$ cat src/rtl/dice_roll_sequencer_if.sv
// Handshake and data bundle between the dice roll sequencer and its neighbours.
// Signal directions are named from the sequencer's point of view.
interface dice_roll_sequencer_if;
    logic        i_roll_req;
    logic        i_roll_ack;
    logic        i_seed_load;
    logic [15:0] i_seed_in;
    logic [2:0]  o_d1;
    logic [2:0]  o_d2;
    logic [2:0]  o_d3;
    logic [2:0]  o_d4;
    logic [2:0]  o_d5;
    logic [2:0]  o_d6;
    logic        o_roll_valid;
    logic        o_busy;
    logic [7:0]  o_roll_count;

    modport slave (
        input  i_roll_req,
        input  i_roll_ack,
        input  i_seed_load,
        input  i_seed_in,
        output o_d1,
        output o_d2,
        output o_d3,
        output o_d4,
        output o_d5,
        output o_d6,
        output o_roll_valid,
        output o_busy,
        output o_roll_count
    );

    modport master (
        output i_roll_req,
        output i_roll_ack,
        output i_seed_load,
        output i_seed_in,
        input  o_d1,
        input  o_d2,
        input  o_d3,
        input  o_d4,
        input  o_d5,
        input  o_d6,
        input  o_roll_valid,
        input  o_busy,
        input  o_roll_count
    );
endinterface

$ cat src/rtl/dice_roll_sequencer.sv
// Produces one six-dice throw from a free-running 16-bit LFSR, rejecting codes 6/7,
// and holds the finished throw under a valid/ack handshake.
module dice_roll_sequencer #(
    parameter logic [15:0] Seed = 16'hACE1
) (
    input  logic                   i_clk,
    input  logic                   i_rst_n,
    dice_roll_sequencer_if.slave   bus
);

    typedef enum logic [1:0] {
        StIdle = 2'd0,
        StRoll = 2'd1,
        StDone = 2'd2
    } state_e;

    state_e      r_state;
    state_e      w_state_nxt;
    logic [15:0] r_lfsr;
    logic [15:0] w_lfsr_nxt;
    logic [2:0]  r_idx;
    logic [2:0]  w_idx_nxt;
    logic [2:0]  r_dice [6];
    logic [2:0]  w_dice_nxt [6];
    logic [7:0]  r_count;
    logic [7:0]  w_count_nxt;

    logic        w_fb;
    logic [2:0]  w_cand;
    logic        w_accept;

    // Candidate is taken from the LFSR before this edge's update.
    assign w_fb     = r_lfsr[15] ^ r_lfsr[13] ^ r_lfsr[12] ^ r_lfsr[10];
    assign w_cand   = r_lfsr[2:0];
    assign w_accept = (w_cand < 3'd6);

    always_comb begin
        w_lfsr_nxt = {r_lfsr[14:0], w_fb};
        if (bus.i_seed_load) begin
            w_lfsr_nxt = (bus.i_seed_in == 16'h0000) ? Seed : bus.i_seed_in;
        end
    end

    always_comb begin
        w_state_nxt = r_state;
        w_idx_nxt   = r_idx;
        w_count_nxt = r_count;
        w_dice_nxt  = r_dice;

        unique case (r_state)
            StIdle: begin
                if (bus.i_roll_req) begin
                    w_state_nxt = StRoll;
                    w_idx_nxt   = 3'd0;
                end
            end
            StRoll: begin
                if (w_accept) begin
                    for (int i = 0; i < 6; i++) begin
                        if (r_idx == 3'(i)) begin
                            w_dice_nxt[i] = w_cand;
                        end
                    end
                    if (r_idx == 3'd5) begin
                        w_state_nxt = StDone;
                        w_idx_nxt   = 3'd0;
                        w_count_nxt = r_count + 8'd1;
                    end else begin
                        w_idx_nxt = r_idx + 3'd1;
                    end
                end
            end
            StDone: begin
                // Ack together with a request chains straight into the next throw.
                if (bus.i_roll_ack) begin
                    w_state_nxt = bus.i_roll_req ? StRoll : StIdle;
                    w_idx_nxt   = 3'd0;
                end
            end
            default: begin
                w_state_nxt = StIdle;
                w_idx_nxt   = 3'd0;
            end
        endcase
    end

    always_ff @(posedge i_clk) begin
        if (!i_rst_n) begin
            r_state <= StIdle;
            r_lfsr  <= Seed;
            r_idx   <= 3'd0;
            r_count <= 8'd0;
            for (int i = 0; i < 6; i++) begin
                r_dice[i] <= 3'd0;
            end
        end else begin
            r_state <= w_state_nxt;
            r_lfsr  <= w_lfsr_nxt;
            r_idx   <= w_idx_nxt;
            r_count <= w_count_nxt;
            for (int i = 0; i < 6; i++) begin
                r_dice[i] <= w_dice_nxt[i];
            end
        end
    end

    assign bus.o_d1         = r_dice[0];
    assign bus.o_d2         = r_dice[1];
    assign bus.o_d3         = r_dice[2];
    assign bus.o_d4         = r_dice[3];
    assign bus.o_d5         = r_dice[4];
    assign bus.o_d6         = r_dice[5];
    assign bus.o_busy       = (r_state == StRoll);
    assign bus.o_roll_valid = (r_state == StDone);
    assign bus.o_roll_count = r_count;

endmodule
$ cat src/flat_wrapper.sv
// flat-port wrapper written by rule: the top's interface ports become plain ports
module dice_roll_sequencer_flat 
#(
    parameter logic [15:0] Seed = 16'hACE1
)
  (i_clk, i_rst_n, bus_i_roll_req, bus_i_roll_ack, bus_i_seed_load, bus_i_seed_in, bus_o_d1, bus_o_d2, bus_o_d3, bus_o_d4, bus_o_d5, bus_o_d6, bus_o_roll_valid, bus_o_busy, bus_o_roll_count);
  dice_roll_sequencer_if bus_i ();
  input  logic i_clk;
  input  logic i_rst_n;
  input wire logic [$bits(bus_i.i_roll_req)-1:0] bus_i_roll_req;
  input wire logic [$bits(bus_i.i_roll_ack)-1:0] bus_i_roll_ack;
  input wire logic [$bits(bus_i.i_seed_load)-1:0] bus_i_seed_load;
  input wire logic [$bits(bus_i.i_seed_in)-1:0] bus_i_seed_in;
  output wire logic [$bits(bus_i.o_d1)-1:0] bus_o_d1;
  output wire logic [$bits(bus_i.o_d2)-1:0] bus_o_d2;
  output wire logic [$bits(bus_i.o_d3)-1:0] bus_o_d3;
  output wire logic [$bits(bus_i.o_d4)-1:0] bus_o_d4;
  output wire logic [$bits(bus_i.o_d5)-1:0] bus_o_d5;
  output wire logic [$bits(bus_i.o_d6)-1:0] bus_o_d6;
  output wire logic [$bits(bus_i.o_roll_valid)-1:0] bus_o_roll_valid;
  output wire logic [$bits(bus_i.o_busy)-1:0] bus_o_busy;
  output wire logic [$bits(bus_i.o_roll_count)-1:0] bus_o_roll_count;
  assign bus_i.i_roll_req = bus_i_roll_req;
  assign bus_i.i_roll_ack = bus_i_roll_ack;
  assign bus_i.i_seed_load = bus_i_seed_load;
  assign bus_i.i_seed_in = bus_i_seed_in;
  assign bus_o_d1 = bus_i.o_d1;
  assign bus_o_d2 = bus_i.o_d2;
  assign bus_o_d3 = bus_i.o_d3;
  assign bus_o_d4 = bus_i.o_d4;
  assign bus_o_d5 = bus_i.o_d5;
  assign bus_o_d6 = bus_i.o_d6;
  assign bus_o_roll_valid = bus_i.o_roll_valid;
  assign bus_o_busy = bus_i.o_busy;
  assign bus_o_roll_count = bus_i.o_roll_count;
  dice_roll_sequencer #(.Seed(Seed)) u_core (.i_clk(i_clk), .i_rst_n(i_rst_n), .bus(bus_i));
endmodule
$ cat config.mk
export PLATFORM = sky130hd
export DESIGN_NAME = dice_roll_sequencer_flat
export DESIGN_NICKNAME = d
export VERILOG_FILES = /design/src/rtl/dice_roll_sequencer_if.sv /design/src/rtl/dice_roll_sequencer.sv /design/src/flat_wrapper.sv
export SDC_FILE = /design/constraint.sdc
export NUM_CORES = 1
export LEC_CHECK = 0
export CORE_ASPECT_RATIO = 0.7
export CORE_UTILIZATION = 48
export DETAILED_ROUTE_END_ITERATION = 8
export PLACE_DENSITY = 0.77
export SETUP_SLACK_MARGIN = 0.15
export SYNTH_ARGS = -nofsm -noshare
export SYNTH_HDL_FRONTEND = slang
export SYNTH_SLANG_ARGS = --single-unit
$ cat constraint.sdc
create_clock -name i_clk -period 2.19 [get_ports i_clk]
set_clock_uncertainty 0.05 [all_clocks]
set_input_delay 0.219 -clock i_clk [delete_from_list [all_inputs] [get_ports i_clk]]
set_output_delay 0.219 -clock i_clk [all_outputs]
set_load 0.02 [all_outputs]
==> out/results.ini, run 1 <==
[run_status]
outcome = complete, no violations

[global_routing]
grt_overflow = 0
track_usage = 0.208
grt_pass1_vias = 1398
grt_max_degree = 30
antenna_found_initial = 0
grt_pass1_wl_mm = 6.59

[finish]
drive_above_1_share = 0.0816
fin_nets = 268
final_cells = 295
final-seq-area_sq_um = 941
final_core_util = 0.691
syn_to_final_growth_pct = 32.1
n_antenna_cell = 0
multi_input_area_sq_um = 906
final_cell_area_sq_um = 2540
fillerInstances = 292

[drt]
vias_per_cell = 5.35
ant_nets = 0
totalWireLength_mm = 4.01
drt_first_pass_iters = 4
num_vias = 1579
wl_per_cell_um = 13.6
drtIter0Drc = 94
route.detailed.drc = 0

[placed_design]
gp_congestion = 0.810
dp_hpwl_mm = 2.92
dpl.cell_count = 288
port_buffers = 48
dpl_cell_area_sq_um = 2450

[die]
fp.dieH_um = 54.9
io-pin-count = 49
core_area_sq_um = 3670
die_area_sq_um = 4260
start_util = 0.523
fp.dieW_um = 77.6
rows = 18

[min_path]
hold_path_class = reg2reg
hold_depth = 1

[cts]
post_cts_buffers = 0
postCtsHoldBufs = 0
cts_root_buf = clkbuf_8
h-tree-depth = 2
clock_sinks = 47
path_clk_slew_ns = 0.08
clock_path_buffers = 2
postCtsResizedCells = 2
cts_tree = done
cts_buffers = 5
clk_latency_ns = 0.29

[power]
p_leak_nw = 0.978
switchingPower_w = 0.000376
internal_power_w = 0.00121
total_power_w = 0.00159
p_clk_frac = 0.329
combPwrFrac = 0.098
p_seq_frac = 0.573
power_density_nw_per_um2 = 627
switching_share = 0.236
ir_drop_v = 0.000476

[synthesis]
seq_area_frac_synth = 0.490
yosys.area.top_type = dfxtp_1
netlist_instances = 196
postSynthRegisterBits = 47
syn-cell-area_sq_um = 1920
synth.net_count = 219
yosysWarnings = 0
syn-mean-instance-area_sq_um = 9.80
synth_top_area_frac = 0.490
synthDistinctLibCells = 35
synth_area_leaders = dfxtp_1 49%, mux2i_1 12%, nor2_1 4.3%, o22a_1 3.6%, a21oi_1 2.9%

[timing]
tns_ns = 0
fin_crit_sh = 0.840
setup_viol = 0
fmaxAchievable_ghz = 0.544
slew_headroom = 0.689
fin_crit_ns = 1.84
rsz0062_at_grt = false
worst_slew_pin_slew_ns = 0.465
slew_viol_final = 0
hold_viol_final = 0

[worst_setup_path]
path_class = reg2out
reg2regPathDepth = 4
crit_required_ns = 1.92
critPathLaunchType = flop
crit_path_max_fanout = 12
end_kind = output pin
crit_arrival_ns = 1.57

[job]
drv_cap = 0

==> worst max-delay path, stage by stage, from the launching register on <==
cell and delay (ns):
dfxtp_1 0.38, nand2b_1 0.23, clkinvlp_4 0.28, dlygate4sd2_1 0.40
==> power groups by stage <==
stage	sequential [W]	clock, W	combinational (W)
2_1_floorplan	0.000919	0	0.0000955
3_3_place_gp	0.000930	0	0.000155
3_5_place_dp	0.000930	0	0.000156
4_1_cts	0.000910	0.000531	0.000156
5_1_grt	0.000915	0.000574	0.000172
6_report	0.000910	0.000523	0.000156
==> area by class of cell <==
class | instances | share of cell area
clock inverter | 1 | 0.00197
timing repair buffer | 53 | 0.204
multi-input combinational | 133 | 0.357
clock buffer | 6 | 0.0326
sequential | 47 | 0.371
tap | 50 | 0.0247
inverter | 5 | 0.00888
==> final timing paths <==
check / endpoint / startpoint / slack [ns]
worst max register to register: u_core.bus.o_roll_count[7] / u_core.r_idx[0] / 0.36
worst min-delay path: u_core.r_lfsr[5] / u_core.r_lfsr[4] / 0.40
worst min register to register: u_core.r_lfsr[5] / u_core.r_lfsr[4] / 0.40
worst max-delay path: bus_o_busy / u_core.r_state[1] / 0.35
==> registers in the layout, indices dropped and copies added (netlist names) <==
signal / flops
u_core.r_state: 2
u_core.bus.o_d3: 3
u_core.r_idx: 3
u_core.bus.o_d4: 3
u_core.bus.o_roll_count: 8
u_core.bus.o_d6: 3
u_core.bus.o_d1: 3
u_core.r_lfsr: 16
u_core.bus.o_d5: 3
u_core.bus.o_d2: 3
==> metrics by stage <==
step / setup slack (ns) / hold WS [ns]
global route: 0.239 / 0.414
global placement: 0.424 / 0.370
CTS: 0.361 / 0.394
detailed placement: 0.389 / 0.370
floorplan: 0.604 / 0.310
finish: 0.350 / 0.396
==> cell usage after synthesis <==
| master | n |
|---|---|
| o221a_2 | 3 |
| nand4_1 | 3 |
| buf_2 | 2 |
| or3_1 | 3 |
| buf_1 | 1 |
| nor4_1 | 5 |
| nor4b_2 | 1 |
| a31oi_1 | 2 |
| nand2b_1 | 3 |
| nand3_1 | 5 |
| and3_1 | 1 |
| a211oi_1 | 2 |
| xnor2_1 | 2 |
| a21oi_1 | 11 |
| buf_4 | 3 |
| nor3_1 | 2 |
| nor3b_1 | 1 |
| or4_1 | 3 |
| inv_1 | 5 |
| o21ai_0 | 4 |
| ha_1 | 2 |
| mux2i_1 | 23 |
| nor2b_1 | 2 |
| nor2_1 | 22 |
| o22a_1 | 8 |
| clkbuf_1 | 5 |
| o31ai_1 | 2 |
| and2_1 | 2 |
| nand2_1 | 13 |
| xor2_1 | 4 |
| nand4_4 | 1 |
| and3b_1 | 1 |
| nand2_2 | 1 |
| nand3_2 | 1 |
| dfxtp_1 | 47 |
==> per-layer routing <==
| metal | up-vias | track usage | share of wire |
|---|---|---|---|
| met5 | - | 0 | 0 |
| met4 | 0 | 0.0472 | 0.0077 |
| met3 | 7 | 0.0623 | 0.058 |
| met2 | 47 | 0.310 | 0.40 |
| met1 | 731 | 0.296 | 0.53 |
| li1 | 794 | - | - |
==> cell usage in the layout (no fill, tap or decap), types with 2 or more instances in the layout <==
master,n
a211oi_1,2
a21oi_1,11
a31oi_1,2
and2_1,2
buf_4,5
clkbuf_8,6
clkdlybuf4s50_1,47
dfxtp_1,47
ha_1,2
inv_1,4
mux2i_1,23
nand2_1,13
nand2b_1,3
nand3_1,5
nand4_1,3
nor2_1,22
nor2b_1,2
nor3_1,2
nor4_1,5
o21ai_0,4
o221a_2,3
o22a_1,8
o31ai_1,2
or3_1,3
or4_1,3
xnor2_1,2
xor2_1,4
==> logic make-up after synthesis <==
kind of cell	share of synthesized area
adder cells (fa/ha/maj)	0.0130
multiplexers	0.120
AND/OR/NAND/NOR	0.196
XOR/XNOR	0.0274
buffers and inverters	0.0384
AO/OA/AOI/OAI	0.115
flip-flops	0.490
(Power assumes the default switching activity.)
==> inputs of run 2 (changes only) <==
Clock period 2.19 ns to 1.8 ns, I/O delays scaled along.
==> out/results.ini, run 2 (synthesized netlist as in run 1, its figures left out) <==
[run_status]
outcome = complete, no violations

[drt]
vias_per_cell = 5.29  ; -1.2%
ant_nets = 0  ; unchanged
drtIter0Drc = 131  ; +39%
route.detailed.drc = 0  ; unchanged
totalWireLength_mm = 4.20  ; +4.9%
drt_first_pass_iters = 4  ; unchanged
num_vias = 1603  ; +1.5%
wl_per_cell_um = 13.9  ; +2.1%

[cts]
cts_tree = done
clock_sinks = 47  ; unchanged
clk_latency_ns = 0.30  ; about the same
cts_root_buf = clkbuf_8
cts_buffers = 5  ; unchanged
h-tree-depth = 2  ; unchanged
path_clk_slew_ns = 0.08  ; about the same
clock_path_buffers = 2  ; unchanged

[worst_setup_path]
crit_chain = nand2b_1, inv_2, dlygate4sd2_1
critPathLaunchType = flop
crit_arrival_ns = 1.36  ; -0.21 ns
path_class = reg2out
cpMaxStageDelayCell = dlygate4sd2_1
crit_required_ns = 1.57  ; -0.35 ns
crit_path_max_fanout = 6  ; -6
end_kind = output pin
max_stage_delay_ns = 0.35  ; -0.05 ns

[die]
start_util = 0.523  ; unchanged
fp.dieH_um = 54.9  ; unchanged
core_area_sq_um = 3670  ; unchanged
die_area_sq_um = 4260  ; unchanged
rows = 18  ; unchanged
fp.dieW_um = 77.6  ; unchanged
io-pin-count = 49  ; unchanged

[power]
ir_drop_v = 0.000530  ; +11%
p_leak_nw = 1.03  ; +5.4%
total_power_w = 0.00200  ; +26%
power_density_nw_per_um2 = 769  ; +23%

[placed_design]
dp_hpwl_mm = 3.08  ; +5.3%
gp_congestion = 0.826  ; +2.0%
dpl_cell_area_sq_um = 2490  ; +1.8%
port_buffers = 48  ; unchanged

[global_routing]
track_usage = 0.209  ; +0.00103
grt_overflow = 0  ; unchanged
grt_pass1_vias = 1388  ; -0.72%
antenna_found_initial = 0  ; unchanged
grt_max_degree = 30  ; unchanged
grt_pass1_wl_mm = 6.62  ; +0.53%

[finish]
n_antenna_cell = 0  ; unchanged
regMostFlops = u_core.r_lfsr
final_core_util = 0.710  ; +0.0191
syn_to_final_growth_pct = 35.7
fin_nets = 275  ; +2.6%
layout_common_cells = 46 x clkdlybuf4s50_1, 46 x dfxtp_1, 23 x mux2i_1, 22 x nor2_1, 13 x nand2_1
final_cell_area_sq_um = 2610  ; +2.8%
drive_above_1_share = 0.123  ; +0.0409
largest_reg_flops = 16  ; unchanged

[job]
drv_cap = 0  ; unchanged

[timing]
fmaxAchievable_ghz = 0.627
worst_slew_pin_slew_ns = 0.429  ; -0.0359 ns
hold_viol_final = 0  ; unchanged
tns_ns = 0  ; unchanged
slew_headroom = 0.712  ; +0.0230
fin_crit_ns = 1.59
rsz0062_at_grt = false
fin_crit_sh = 0.886
setup_viol = 0  ; unchanged
slew_viol_final = 0  ; unchanged

[min_path]
hold_path_class = reg2reg

-- run 2: worst paths after layout --
kind	from	end	slack (ns)	depth (start not counted)
max	u_core.r_state[1]	bus_o_busy	0.21	3
min reg2reg	u_core.r_lfsr[6]	u_core.r_lfsr[7]	0.39	1
max reg2reg	u_core.r_idx[0]	u_core.bus.o_roll_count[7]	0.21	4
min	u_core.r_lfsr[6]	u_core.r_lfsr[7]	0.39	1
-- run 2: per-layer routing --
layer | up-vias | wire, um | global-route usage
met1 | 733 | 2180 | 0.304
met3 | 5 | 284 | 0.0770
met5 | - | 0 | 0
li1 | 812 | - | -
met4 | 0 | 48 | 0.0503
met2 | 53 | 1690 | 0.286
-- run 2: repair_timing --
item,CTS,global route
endpoints found under the setup margin,3,2
buffers inserted,0,1
pin swaps,0,1
gates resized for setup,4,2
hold buffers,0,0
-- run 2: where the power goes --
group	total [W]	switching [W]	leakage [nW]	internal [W]
registers	0.00110	0.0000227	0.384	0.00107
clock network	0.000691	0.000342	0.0505	0.000349
logic	0.000216	0.000106	0.596	0.000110
-- run 2: layout make-up --
cell class | instances | area, sq um
fillers | 295 | 1060
inverters | 5 | 18.8
multi-input cells | 133 | 911
clock inverters | 1 | 7.51
repair buffers | 60 | 568
flip-flops and latches | 47 | 942
well taps | 50 | 62.6
clock buffers | 7 | 96.3
-- run 2: per-stage QoR --
| stage | instances | hold slack [ns] | setup WS, ns |
|---|---|---|---|
| 3_3_place_gp | 294 | 0.368 | 0.108 |
| 6_report | 303 | 0.393 | 0.205 |
| 5_1_grt | 303 | 0.405 | 0.151 |
| 2_1_floorplan | 196 | 0.271 | 0.214 |
| 4_1_cts | 302 | 0.395 | 0.177 |
| 3_5_place_dp | 294 | 0.370 | 0.117 |
-- run 2: critical path, delay by kind of cell (launching register included) --
family | cells | cell delay [ns]
buffers and inverters | 2 | 0.51
flip-flops | 1 | 0.34
AND/OR/NAND/NOR | 1 | 0.22
==> inputs of run 3 (changes only) <==
Settings changed: CTS_CLUSTER_SIZE set to 14.
==> results of run 3 <==
The final DEF is identical to that of run 2; final timing and power are the same.
